<file path="src/rtl/stack_pkg.sv">
// Shared encodings for the data-stack cache controller: operation codes and sequencer states.
package stack_pkg;

    localparam logic [1:0] OP_NOP  = 2'b00;
    localparam logic [1:0] OP_PUSH = 2'b01;
    localparam logic [1:0] OP_POP  = 2'b10;
    localparam logic [1:0] OP_REPL = 2'b11;

    typedef enum logic {
        ST_READY  = 1'b0,
        ST_REFILL = 1'b1
    } state_e;

endpackage

</file>
<file path="src/rtl/stack_cache_ctrl.sv">
// Data-stack sequencer: T and N live in registers, deeper entries spill to and refill from a
// single-port stack RAM. The controller's registered address/strobe act as the RAM's input stage.
module stack_cache_ctrl
    import stack_pkg::*;
#(
    parameter int WIDTH  = 16,
    parameter int ADDR_W = 4
) (
    input  logic                i_clock,
    input  logic                i_reset_n,
    input  logic                i_valid,
    output logic                o_ready,
    input  logic [1:0]          i_op,
    input  logic [WIDTH-1:0]    i_data,
    output logic [WIDTH-1:0]    o_tos,
    output logic [WIDTH-1:0]    o_nos,
    output logic [ADDR_W+1:0]   o_depth,
    output logic                o_empty,
    output logic                o_full,
    output logic                o_overflow,
    output logic                o_underflow,
    input  logic                i_clear_err,
    output logic [ADDR_W-1:0]   o_mem_addr,
    output logic                o_mem_we,
    output logic                o_mem_re,
    output logic [WIDTH-1:0]    o_mem_wdata,
    input  logic [WIDTH-1:0]    i_mem_rdata
);

    localparam int DW = ADDR_W + 2;
    localparam int SW = ADDR_W + 1;
    localparam logic [DW-1:0]     CAP     = DW'(2 ** ADDR_W + 2);
    localparam logic [DW-1:0]     D_ONE   = DW'(1);
    localparam logic [DW-1:0]     D_TWO   = DW'(2);
    localparam logic [SW-1:0]     SP_ONE  = SW'(1);
    localparam logic [ADDR_W-1:0] A_ONE   = ADDR_W'(1);

    state_e              state_q, state_d;
    logic [WIDTH-1:0]    tos_q, tos_d;
    logic [WIDTH-1:0]    nos_q, nos_d;
    logic [SW-1:0]       sp_q, sp_d;
    logic [DW-1:0]       depth_q, depth_d;
    logic                ovf_q, ovf_d;
    logic                unf_q, unf_d;
    logic [ADDR_W-1:0]   mem_addr_q, mem_addr_d;
    logic [WIDTH-1:0]    mem_wdata_q, mem_wdata_d;
    logic                mem_we_q, mem_we_d;
    logic                mem_re_q, mem_re_d;
    logic                do_push;

    always_comb begin
        state_d     = state_q;
        tos_d       = tos_q;
        nos_d       = nos_q;
        sp_d        = sp_q;
        depth_d     = depth_q;
        // A fresh error in the same cycle overrides a clear request.
        ovf_d       = ovf_q & ~i_clear_err;
        unf_d       = unf_q & ~i_clear_err;
        mem_addr_d  = mem_addr_q;
        mem_wdata_d = mem_wdata_q;
        mem_we_d    = 1'b0;
        mem_re_d    = 1'b0;
        do_push     = 1'b0;

        case (state_q)
            ST_READY: begin
                if (i_valid) begin
                    case (i_op)
                        OP_PUSH: do_push = 1'b1;
                        OP_POP: begin
                            if (depth_q == '0) begin
                                unf_d = 1'b1;
                            end else if (depth_q > D_TWO) begin
                                tos_d      = nos_q;
                                mem_re_d   = 1'b1;
                                mem_addr_d = sp_q[ADDR_W-1:0] - A_ONE;
                                sp_d       = sp_q - SP_ONE;
                                depth_d    = depth_q - D_ONE;
                                state_d    = ST_REFILL;
                            end else begin
                                tos_d   = nos_q;
                                nos_d   = '0;
                                depth_d = depth_q - D_ONE;
                            end
                        end
                        OP_REPL: begin
                            if (depth_q == '0) do_push = 1'b1;
                            else               tos_d   = i_data;
                        end
                        default: ;
                    endcase

                    if (do_push) begin
                        if (depth_q == CAP) begin
                            ovf_d = 1'b1;
                        end else begin
                            // Once both cache slots are live, N is spilled to make room.
                            if (depth_q >= D_TWO) begin
                                mem_we_d    = 1'b1;
                                mem_addr_d  = sp_q[ADDR_W-1:0];
                                mem_wdata_d = nos_q;
                                sp_d        = sp_q + SP_ONE;
                            end
                            nos_d   = tos_q;
                            tos_d   = i_data;
                            depth_d = depth_q + D_ONE;
                        end
                    end
                end
            end
            ST_REFILL: begin
                nos_d   = i_mem_rdata;
                state_d = ST_READY;
            end
        endcase
    end

    always_ff @(posedge i_clock or negedge i_reset_n) begin
        if (!i_reset_n) begin
            state_q     <= ST_READY;
            tos_q       <= '0;
            nos_q       <= '0;
            sp_q        <= '0;
            depth_q     <= '0;
            ovf_q       <= 1'b0;
            unf_q       <= 1'b0;
            mem_addr_q  <= '0;
            mem_wdata_q <= '0;
            mem_we_q    <= 1'b0;
            mem_re_q    <= 1'b0;
        end else begin
            state_q     <= state_d;
            tos_q       <= tos_d;
            nos_q       <= nos_d;
            sp_q        <= sp_d;
            depth_q     <= depth_d;
            ovf_q       <= ovf_d;
            unf_q       <= unf_d;
            mem_addr_q  <= mem_addr_d;
            mem_wdata_q <= mem_wdata_d;
            mem_we_q    <= mem_we_d;
            mem_re_q    <= mem_re_d;
        end
    end

    assign o_ready     = (state_q == ST_READY);
    assign o_tos       = tos_q;
    assign o_nos       = nos_q;
    assign o_depth     = depth_q;
    assign o_empty     = (depth_q == '0);
    assign o_full      = (depth_q == CAP);
    assign o_overflow  = ovf_q;
    assign o_underflow = unf_q;
    assign o_mem_addr  = mem_addr_q;
    assign o_mem_we    = mem_we_q;
    assign o_mem_re    = mem_re_q;
    assign o_mem_wdata = mem_wdata_q;

endmodule
</file>
<file path="config.mk">
export PLATFORM = sky130hd
export DESIGN_NAME = stack_cache_ctrl
export DESIGN_NICKNAME = d
export VERILOG_FILES = /design/src/rtl/stack_pkg.sv /design/src/rtl/stack_cache_ctrl.sv
export SDC_FILE = /design/constraint.sdc
export NUM_CORES = 1
export LEC_CHECK = 0
export CORE_MARGIN = 1
export CORE_UTILIZATION = 43
export CTS_BUF_LIST = sky130_fd_sc_hd__clkbuf_16
export CTS_CLUSTER_SIZE = 28
export DETAILED_ROUTE_END_ITERATION = 12
export GPL_TIMING_DRIVEN = 0
export PLACE_DENSITY = 0.83
export SETUP_SLACK_MARGIN = 0.1
export SLEW_MARGIN = 20
export SYNTH_ARGS = -nofsm -noshare
export SYNTH_HDL_FRONTEND = slang
export SYNTH_SLANG_ARGS = --single-unit
</file>
<file path="constraint.sdc">
create_clock -name i_clock -period 2.3 [get_ports i_clock]
set_input_delay 0.46 -clock i_clock [delete_from_list [all_inputs] [get_ports i_clock]]
set_output_delay 0.46 -clock i_clock [all_outputs]
set_load 0.05 [all_outputs]
</file>
# [Yosys cells after proc, flatten, opt, wreduce, memory -nomap -nowiden]
# Cells that the tools add are included.
# W data, S select, Z words.
[totals] reg_bits=68 output_inout_bits=65
[classes] eq_ne=5 bitwise_logic=5 addsub=5 n_reduce_logical=3 n_lt_le_gt_ge=2 mux=51
[op_table] cell="$mux W16" count=10
[op_table] cell="$pmux W16 S2" count=2
[op_table] cell="$mux W5" count=6
[op_table] cell="$mux W4" count=6
[op_table] cell="$mux W6" count=4
[op_table] cell="$mux W1" count=21
[op_table] cell="$add A6 B1 Y6 const B" count=1
[op_table] cell="$eq A6 B5 Y1 const B" count=1
[op_table] cell="$ge A6 B2 Y1 const B" count=1
[op_table] cell="$gt A6 B2 Y1 const B" count=1
[op_table] cell="$logic_not A6 Y1" count=1
[op_table] cell="$sub A6 B1 Y6 const B" count=1
[op_table] cell="$add A5 B1 Y5 const B" count=1
[op_table] cell="$reduce_and A5 Y1" count=1
[op_table] cell="$sub A5 B1 Y5 const B" count=1
[op_table] cell="$eq A2 B2 Y1 const B" count=2
[op_table] cell="$pmux W1 S2" count=2
[op_table] cell="$sub A4 B1 Y4 const B" count=1
[op_table] cell="$not A1 Y1" count=3
[op_table] cell="$and A1 B1 Y1" count=2
[op_table] cell="$eq A2 B1 Y1 const B" count=1
[op_table] cell="$ne A2 B2 Y1 const B" count=1
[op_table] cell="$reduce_and A2 Y1" count=1

# [Depth between registers and ports, before layout]
# Gate-level depths: netlist of the first run.
[logic_depth] ltp_word=8 depth_mapped=9

# [Worst setup path before layout of the first run]
# No wires, ideal clock.
[synth_timing] path_kind="register -> output" startpoint="register depth_q[1] (netlist: o_depth[1])" endpoint="output o_full" path_stages_with_launch=4 arrival_ns=2.423 n_path_buf=0 path_slack_ns=-0.583 path_cell_list="dfrtp_1 -> ha_1 -> nand3b_1 -> nor3_1"
[synth_via] elab_chain_len=1
[synth_lines] item="from (decl)" line_no="stack_cache_ctrl.sv:42" rtl="logic [DW-1:0] depth_q, depth_d;"
[synth_lines] item="from (signal assigned)" line_no="stack_cache_ctrl.sv:137" rtl="depth_q <= depth_d;"
[synth_lines] item="$eq A6 B5 Y1" line_no="stack_cache_ctrl.sv:152" rtl="assign o_full = (depth_q == CAP);"
[synth_lines] item="to (decl)" line_no="stack_cache_ctrl.sv:19" rtl="output logic o_full,"
# Every way passes these cells.

# [Worst setup path after layout of the first run]
[layout_timing] startpoint="register depth_q[2] (netlist: o_depth[2])" endpoint="register depth_q[1] (netlist: o_depth[1])"
[layout_via] elab_chain_len=6
[layout_lines] item="$logic_not A6 Y1" line_no="stack_cache_ctrl.sv:72, stack_cache_ctrl.sv:88"
[layout_lines] item="$mux W1" line_no="stack_cache_ctrl.sv:88" rtl="if (depth_q == '0) do_push = 1'b1;"
[layout_lines] item="$pmux W1 S2" line_no="stack_cache_ctrl.sv:69" rtl="case (i_op)"
[layout_lines] item="$mux W1" line_no="stack_cache_ctrl.sv:68" rtl="if (i_valid) begin"
[layout_lines] item="$mux W1" line_no="stack_cache_ctrl.sv:66" rtl="case (state_q)"
[layout_lines] item="$mux W6 (*)" line_no="stack_cache_ctrl.sv:94" rtl="if (do_push) begin"
# Every way passes the cells marked *; elsewhere a longest branch is shown, timed or not. The select of a mux whose other input is x is not followed.
# A chain may end at the register's enable or synchronous reset.

==> results by group, run 1 <==
Drt
  – DRT Wirelength: 11000 um
  – DR vias: between 3000 and 4000
  – DRC Markers: 0
  – Antenna Violating Nets Remaining: 0
  – TritonRoute pass-1 iters: 5
  – Detailed-route wire length per cell: roughly 19 um
  – Violation count after the first detailed-route iteration: 206
  – Vias per std cell: approximately 5.8

Placed design
  – Post-detailed-placement half-perimeter wirelength: between 6000 and 7000 um
  – Placed insts: 530
  – Total cell area at the placement stage: roughly 0.0047 mm2
  – Buffers on Ports: ~100
  – Routability Congestion: around 0.86

Setup path
  – Signal arrival time at the worst endpoint: between 2 and 2.5 ns
  – Startpoint type of the worst setup path: register
  – Type of the setup path with the least slack: reg2reg
  – Crit path required time: around 2.5 ns
  – Setup slack of the worst register-to-register path: between 0.05 and 0.06 ns
  – Sort of element at the end of the critical path: register
  – Maximum fanout encountered on the critical timing path: 5

Die
  – Horiz. Die Dim: ~92 um
  – Core Area: approximately 0.0077 mm2
  – Area of the die: between 0.008 and 0.009 mm2
  – Count of boundary I/O pins: 103
  – Placement row count: 32
  – Initial core utilization: roughly 45%
  – Die span in y: between 90 and 100 um

GRT
  – Initial antenna violation count: 0
  – Largest net degree at the start of global routing: 37
  – Overall track demand over capacity in global routing: a little over a quarter
  – Via count of the first global-routing pass: approximately 3400
  – First-pass GRT wire length: about 17000 um
  – Overflow left after global routing: 0

Timing
  – Post-route fraction of the period consumed by the critical path: a little over nine tenths
  – Minimum clock period: about 2.2 ns
  – Rel. slew slack: slightly below 60%
  – Upper clock frequency limit: 446 MHz
  – Final Slew Violations: 0
  – Transition at the pin with the smallest max-transition slack: between 0.6 and 0.7 ns
  – Hold WS: 0.0653 ns
  – Setup-failing EPs final: 0
  – Worst clock skew: around 0.0056 ns
  – RSZ-0062 raised after global routing: true
  – Final Hold Vio Count: 0

Final layout
  – Post-route design area: roughly 0.0053 mm2
  – Synthesis-to-finish area growth: 54.4%
  – Most common cell after layout, fill and taps aside: sky130_fd_sc_hd__clkdlybuf4s50_1
  – # fillers: 549
  – Non-Filler Instances: between 500 and 600
  – Fraction of layout cells with a size suffix above 1: roughly a quarter
  – Leading cell types in the layout, fill and taps excluded: 96 x sky130_fd_sc_hd__clkdlybuf4s50_1, 60 x sky130_fd_sc_hd__dfrtp_1, 28 x sky130_fd_sc_hd__buf_4
  – Final net count: around 510
  – Number of inserted diodes: 0
  – Util after Layout: between 60% and 70%

Synth
  – Cell types occupying the most area after synthesis: sky130_fd_sc_hd__dfrtp_1 48%, sky130_fd_sc_hd__mux2_2 8.5%, sky130_fd_sc_hd__a22o_1 4.3%, sky130_fd_sc_hd__a21oi_1 4.1%, sky130_fd_sc_hd__a21o_1 3.9%
  – Number of standard cells after synthesis: roughly 330
  – Simple-gate share of the synthesized area: roughly a tenth
  – Number of enable flip-flop cells after synthesis: 0
  – Multiplexer area fraction after synthesis: between 10% and 20%
  – Yosys reg bits: 66
  – Ys Warns: 0
  – Fraction of post-synthesis cell area in the top cell type by area: a little under half
  – Xor-xnor portion of the synthesized cell area: 1.02%
  – Mean instance size in the synthesized netlist: ~11 um2
  – Proportion of register bits with asynchronous set or reset after synthesis: 100%
  – Post-Synth Adder-Cell Area: under 10%
  – Main combinational cell family by area after synthesis: compound AO/OA/AOI/OAI gates
  – Cell area after technology mapping: 0.00345 mm2
  – Synthesized net count: about 370
  – Number of distinct standard cells referenced by the synthesized netlist: between 40 and 50
  – Register area share after synthesis: 47.9%
  – Most used DFF post-synth: sky130_fd_sc_hd__dfrtp_1
  – Largest area contributor in the netlist: sky130_fd_sc_hd__dfrtp_1
  – Share of the synthesized area in compound gates (AO/OA/AOI/OAI): a little under a quarter

Flow run
  – Max Cap Viol: 0

Clocking
  – TritonCTS clock tree: built
  – Clock latency reported for the late side of the worst-skew pair: 0.33 ns
  – Register clock-pin slew on the reported worst setup and hold paths: 0.05 ns
  – Max Buffers Root-to-Sink: 2
  – Sinks on Clock Net: 66
  – CTS Hold Buffers Added: 0
  – Root cell of the clock tree: sky130_fd_sc_hd__clkbuf_16
  – Number of H-tree levels: 3
  – Clock buffer count from CTS: 9

Worst hold path
  – Min-Delay Path Class: in2async

Power and ir drop
  – Power per cell area: about 1600 mW/mm2
  – Worst-case vdd ir drop: 1140 uV
  – Static Leak: roughly 2.3 nW

Run status
  – Run status: complete, no violations
==> final cells by class <==
cell class | count | area [um2] | area share (%)
Sequential cell | 66 | 1660 | 31.2
Inverter | 10 | 42.5 | 0.799
Timing Repair Buffer | 129 | 1260 | 23.7
Multi-Input combinational cell | 227 | 1790 | 33.6
Tap cell | 102 | 128 | 2.40
Clock inverter | 7 | 60.1 | 1.13
Clock buffer | 9 | 225 | 4.23
Buffer | 22 | 159 | 2.99
==> synth_stat cells (all sizes together) (4+ instances only) <==
cell / count
dfrtp: 66
a21oi: 28
mux2: 26
nor2: 24
o21ai: 19
a21o: 18
a22o: 17
clkbuf: 13
nand2: 12
o22ai: 11
buf: 10
inv: 10
nor3: 10
mux2i: 8
ha: 5
nor4: 4
o31ai: 4
xnor2: 4
==> state kept, by name, indices dropped and copies added (netlist names), 4 cells and up <==
| register | count |
|---|---|
| o_mem_wdata | 16 |
| o_nos | 16 |
| o_tos | 16 |
| o_depth | 6 |
| o_mem_addr | 4 |
| sp_q | 4 |
==> through the flow <==
step / worst slack, ns / power, mW / setup TNS (ns)
floorplan: -0.0473 / 5.12 / -0.506
CTS: 0.000128 / 8.17 / 0
detailed placement: -0.467 / 6.57 / -16.79
global placement: -1.93 / 6.45 / -113.71
finish: 0.0558 / 8.39 / 0
global route: -0.0297 / 8.75 / -0.0487
==> critical path, cell delays in order (launching register included) <==
cell and delay, ns:
sky130_fd_sc_hd__dfrtp_2 0.40, sky130_fd_sc_hd__buf_6 0.11, sky130_fd_sc_hd__or4_4 0.48, sky130_fd_sc_hd__buf_8 0.16
sky130_fd_sc_hd__buf_4 0.14, sky130_fd_sc_hd__o21ai_0 0.45, sky130_fd_sc_hd__nor3_1 0.11, sky130_fd_sc_hd__a221o_1 0.27
==> layer usage <==
layer / routed length, um / track usage, % / vias up
met1: 4480 / 34.1 / 1651
met5: 0 / 0 / -
met3: 953 / 8.12 / 21
met4: 190 / 8.86 / 0
met2: 5340 / 42.4 / 172
li1: - / - / 1478
==> path summary, 6_finish.rpt <==
path,endpoint,from,cells after the start
setup / recovery,o_depth[1],o_depth[2],7
hold / removal,o_depth[5],i_reset_n,1
setup reg to reg,o_depth[1],o_depth[2],7
hold reg to reg,o_mem_wdata[14],o_mem_wdata[14],1
max in group asynchronous,o_depth[1],i_reset_n,2
min in group i_clock,o_mem_wdata[14],o_mem_wdata[14],1
==> timing repair <==
action,4_1_cts,5_1_grt
pin swaps,9,4
buffers inserted,16,11
endpoints found under the setup margin,57,57
gates resized for setup,29,25
gates cloned,0,0
==> power breakdown <==
group | leakage (nW) | internal, mW | switching, mW
logic | 1.36 | 1.93 | 3.00
clock network | 0.140 | 0.825 | 0.502
registers | 0.790 | 1.68 | 0.453
==> cells by family (layout without fill, tap and decap cells) <==
kind of cell             after synthesis  after routing
AO/OA/AOI/OAI                        116            116
AND/OR/NAND/NOR                       68             68
flip-flops                            66             66
multiplexers                          34             34
buffers and inverters                 33            177
adder cells (fa/ha/maj)                5              5
XOR/XNOR                               4              4
Note: power is estimated with default switching activity, not from simulation.
==> run 2, diff against run 1 <==
--- a/config.mk
+++ b/config.mk
@@ -10,6 +10,7 @@
 export CTS_BUF_LIST = sky130_fd_sc_hd__clkbuf_16
 export CTS_CLUSTER_SIZE = 28
 export DETAILED_ROUTE_END_ITERATION = 12
+export GPL_ROUTABILITY_DRIVEN = 0
 export GPL_TIMING_DRIVEN = 0
 export PLACE_DENSITY = 0.83
 export SETUP_SLACK_MARGIN = 0.1
==> results of run 2 <==
No change in the layout: final DEF, timing and power equal those of run 1.
==> run 3, diff against run 2 <==
--- a/config.mk
+++ b/config.mk
@@ -5,8 +5,10 @@
 export SDC_FILE = /design/constraint.sdc
 export NUM_CORES = 1
 export LEC_CHECK = 0
+export CELL_PAD_IN_SITES_DETAIL_PLACEMENT = 0
+export CELL_PAD_IN_SITES_GLOBAL_PLACEMENT = 1
 export CORE_MARGIN = 1
-export CORE_UTILIZATION = 43
+export CORE_UTILIZATION = 33
 export CTS_BUF_LIST = sky130_fd_sc_hd__clkbuf_16
 export CTS_CLUSTER_SIZE = 28
 export DETAILED_ROUTE_END_ITERATION = 12
==> run 3 against run 2 <==
Register-to-register slack gained 0.05 ns. Hold slack gained 0.0066 ns. Combinational power shrank 1%. Power grew 0.34%. Routed wire length grew 1.4%. Cell area grew 1.8%. Flip-flop and latch count is the same. Count of clock-buffer cells in the layout is the same. Highest routed layer unchanged.
==> results by group, run 3 (same netlist as run 1, synthesis figures left out) <==
Run status
  – Run status: complete, no violations

Placed design
  – Post-Place Setup Slack: -0.563 ns
  – Post-detailed-placement half-perimeter wirelength: 7300 um
  – Total cell area at the placement stage: 0.00474 mm2
  – Placed insts: 561
  – Buffers on Ports: 101

Setup path
  – Library cell contributing the largest single delay on the critical path: sky130_fd_sc_hd__clkdlybuf4s50_1
  – Reg-to-reg critical path startpoint: o_depth[2]
  – Signal arrival time at the worst endpoint: 2.41 ns
  – Type of the setup path with the least slack: in2reg
  – Maximum fanout encountered on the critical timing path: 6
  – Critical Path, Cell by Cell: clkdlybuf4s50_1 > nand2b_1 > a211oi_4 > nor3_2 > a32o_1 > a221o_1
  – Depth of the most critical reg-to-reg path: 8
  – Longest individual stage delay on the worst path: ~0.59 ns
  – Startpoint type of the worst setup path: input pin
  – Setup slack of the worst register-to-register path: about 0.11 ns
  – Crit path required time: between 2 and 3 ns
  – Capture point of the worst reg-to-reg path: o_nos[15]
  – Sort of element at the end of the critical path: register

Power and ir drop
  – Proportion of total power due to net switching: between 40 and 50%
  – Static Leak: roughly 2.3 nW
  – Clock share of power: between 10% and 20%
  – Cell-internal power: around 4.5 mW
  – Power per cell area: 1550 mW/mm2
  – Worst-case vdd ir drop: 933 uV
  – Sw power: 3.89 mW
  – Combinational share of power: between 50% and 60%
  – Sequential fraction of design power: 25.4%

Timing
  – Final Hold Vio Count: 0
  – Upper clock frequency limit: between 400 and 500 MHz
  – Worst Setup Slack, final: roughly 0.09 ns
  – Rel. slew slack: between 50 and 60%
  – Post-route fraction of the period consumed by the critical path: between 90% and 100%
  – Setup-failing EPs final: 0
  – Final Slew Violations: 0
  – RSZ-0062 raised after global routing: true
  – Transition at the pin with the smallest max-transition slack: about 0.66 ns
  – Worst clock skew: 0.00445 ns
  – Minimum clock period: 2.21 ns

Drt
  – Vias per std cell: about 5.3
  – Detailed-route wire length per cell: ~18 um
  – DR vias: about 3200
  – TritonRoute pass-1 iters: 5
  – Antenna Violating Nets Remaining: 0
  – DRT Wirelength: 11100 um
  – DRC Markers: 0
  – Violation count after the first detailed-route iteration: roughly 150

Die
  – Area of the die: 0.0109 mm2
  – Core Area: about 0.010 mm2
  – Placement row count: 36
  – Initial core utilization: approximately a third
  – Count of boundary I/O pins: 103
  – Die span in y: about 100 um
  – Horiz. Die Dim: ~100 um

Final layout
  – Fraction of layout cells with a size suffix above 1: 25.5%
  – Util after Layout: between 50% and 60%
  – Sequential cell area: approximately 0.0017 mm2
  – Non-Filler Instances: 607
  – Most common cell after layout, fill and taps aside: sky130_fd_sc_hd__clkdlybuf4s50_1
  – Number of inserted diodes: 0
  – # fillers: 841
  – Synthesis-to-finish area growth: 57.1%
  – Area used by multi-input combinational logic: ~0.0018 mm2
  – Final net count: 513
  – Leading cell types in the layout, fill and taps excluded: 97 x sky130_fd_sc_hd__clkdlybuf4s50_1, 60 x sky130_fd_sc_hd__dfrtp_1, 27 x sky130_fd_sc_hd__a21oi_1, 27 x sky130_fd_sc_hd__buf_4, 24 x sky130_fd_sc_hd__mux2_2
  – Post-route design area: 0.00542 mm2

Clocking
  – Clock buffer count from CTS: 9
  – Root cell of the clock tree: sky130_fd_sc_hd__clkbuf_16
  – CTS Hold Buffers Added: 0
  – Sinks on Clock Net: 66
  – Clock latency reported for the late side of the worst-skew pair: approximately 0.32 ns
  – Register clock-pin slew on the reported worst setup and hold paths: 0.05 ns
  – TritonCTS clock tree: built
  – Max Buffers Root-to-Sink: 2
  – Number of H-tree levels: 3

GRT
  – Initial antenna violation count: 0
  – Largest net degree at the start of global routing: 38
  – First-pass GRT wire length: about 18000 um
  – Via count of the first global-routing pass: 3277
  – Overall track demand over capacity in global routing: between 20% and 30%
  – Overflow left after global routing: 0

Worst hold path
  – Min-Delay Path Class: in2async

Flow run
  – Max Cap Viol: 0
[run 3: cell types whose count changed in the layout (fill, tap and decap cells not counted), sizes merged, moves of 2 or more]
cell    previous run  this run
clkbuf            21        23
clkinv             5         2
inv               10        12
buf               41        45
[run 3: power groups by stage]
stage	Combinational, mW	Sequential (mW)	Clock (mW)
2_1_floorplan	1.42	3.70	0
3_3_place_gp	4.35	2.15	0
3_5_place_dp	4.43	2.17	0
4_1_cts	4.72	2.13	1.43
5_1_grt	5.11	2.22	1.47
6_report	4.88	2.14	1.40
[run 3: worst max path at each step]
stage / from / to / slack, ns
after global placement: i_reset_n / o_depth[1] / -2.07
after detailed placement: i_op[0] / o_tos[12] / -0.56
after floorplan: o_depth[3] / o_mem_wdata[0] / -0.05
after global routing: i_op[0] / o_depth[5] / 0.03
final: i_op[0] / sp_q[3] / 0.09
after CTS: o_depth[2] / o_empty / 0.01
[run 3: what timing repair did]
action / 4_1_cts / 5_1_grt
cloned: 1 / 1
gates resized for setup: 34 / 27
setup buffers: 20 / 10
endpoints found under the hold margin: 0 / 0
endpoints found under the setup margin: 58 / 48
pin swaps: 7 / 12
[run 3: cell type report]
type                            count  area share [%]
Buffer                             22            3.12
Multi-Input combinational cell    227            33.1
Sequential cell                    66            30.7
Inverter                           10           0.785
Clock buffer                        9            4.16
Timing Repair Buffer              134            23.7
Clock inverter                      6            1.39
Tap cell                          133            3.07
[run 3: worst max-delay path: cells and delay by family]
kind / cells / cell delay (ns)
AOI/OAI and AO/OA: 3 / 0.89
and+or+nand+nor: 2 / 0.48
buffers and inverters: 1 / 0.59
[run 3: per-layer routing]
layer  global-route usage [%]  up-vias  routed length [um]
li1                         -     1497                   -
met1                     27.1     1568                4820
met2                     34.4      150                5440
met3                     4.20       12                 763
met4                     5.61        0                  99
met5                        0        -                   0
[run 3: per-stage QoR]
step                      setup TNS (ns)  power, mW  hold WS (ns)
after floorplan                   -0.506       5.12         0.164
after global placement           -124.81       6.51         0.488
after detailed placement          -19.17       6.59         0.428
after CTS                              0       8.28        0.0822
after global routing                   0       8.79         0.105
final                                  0       8.42        0.0718
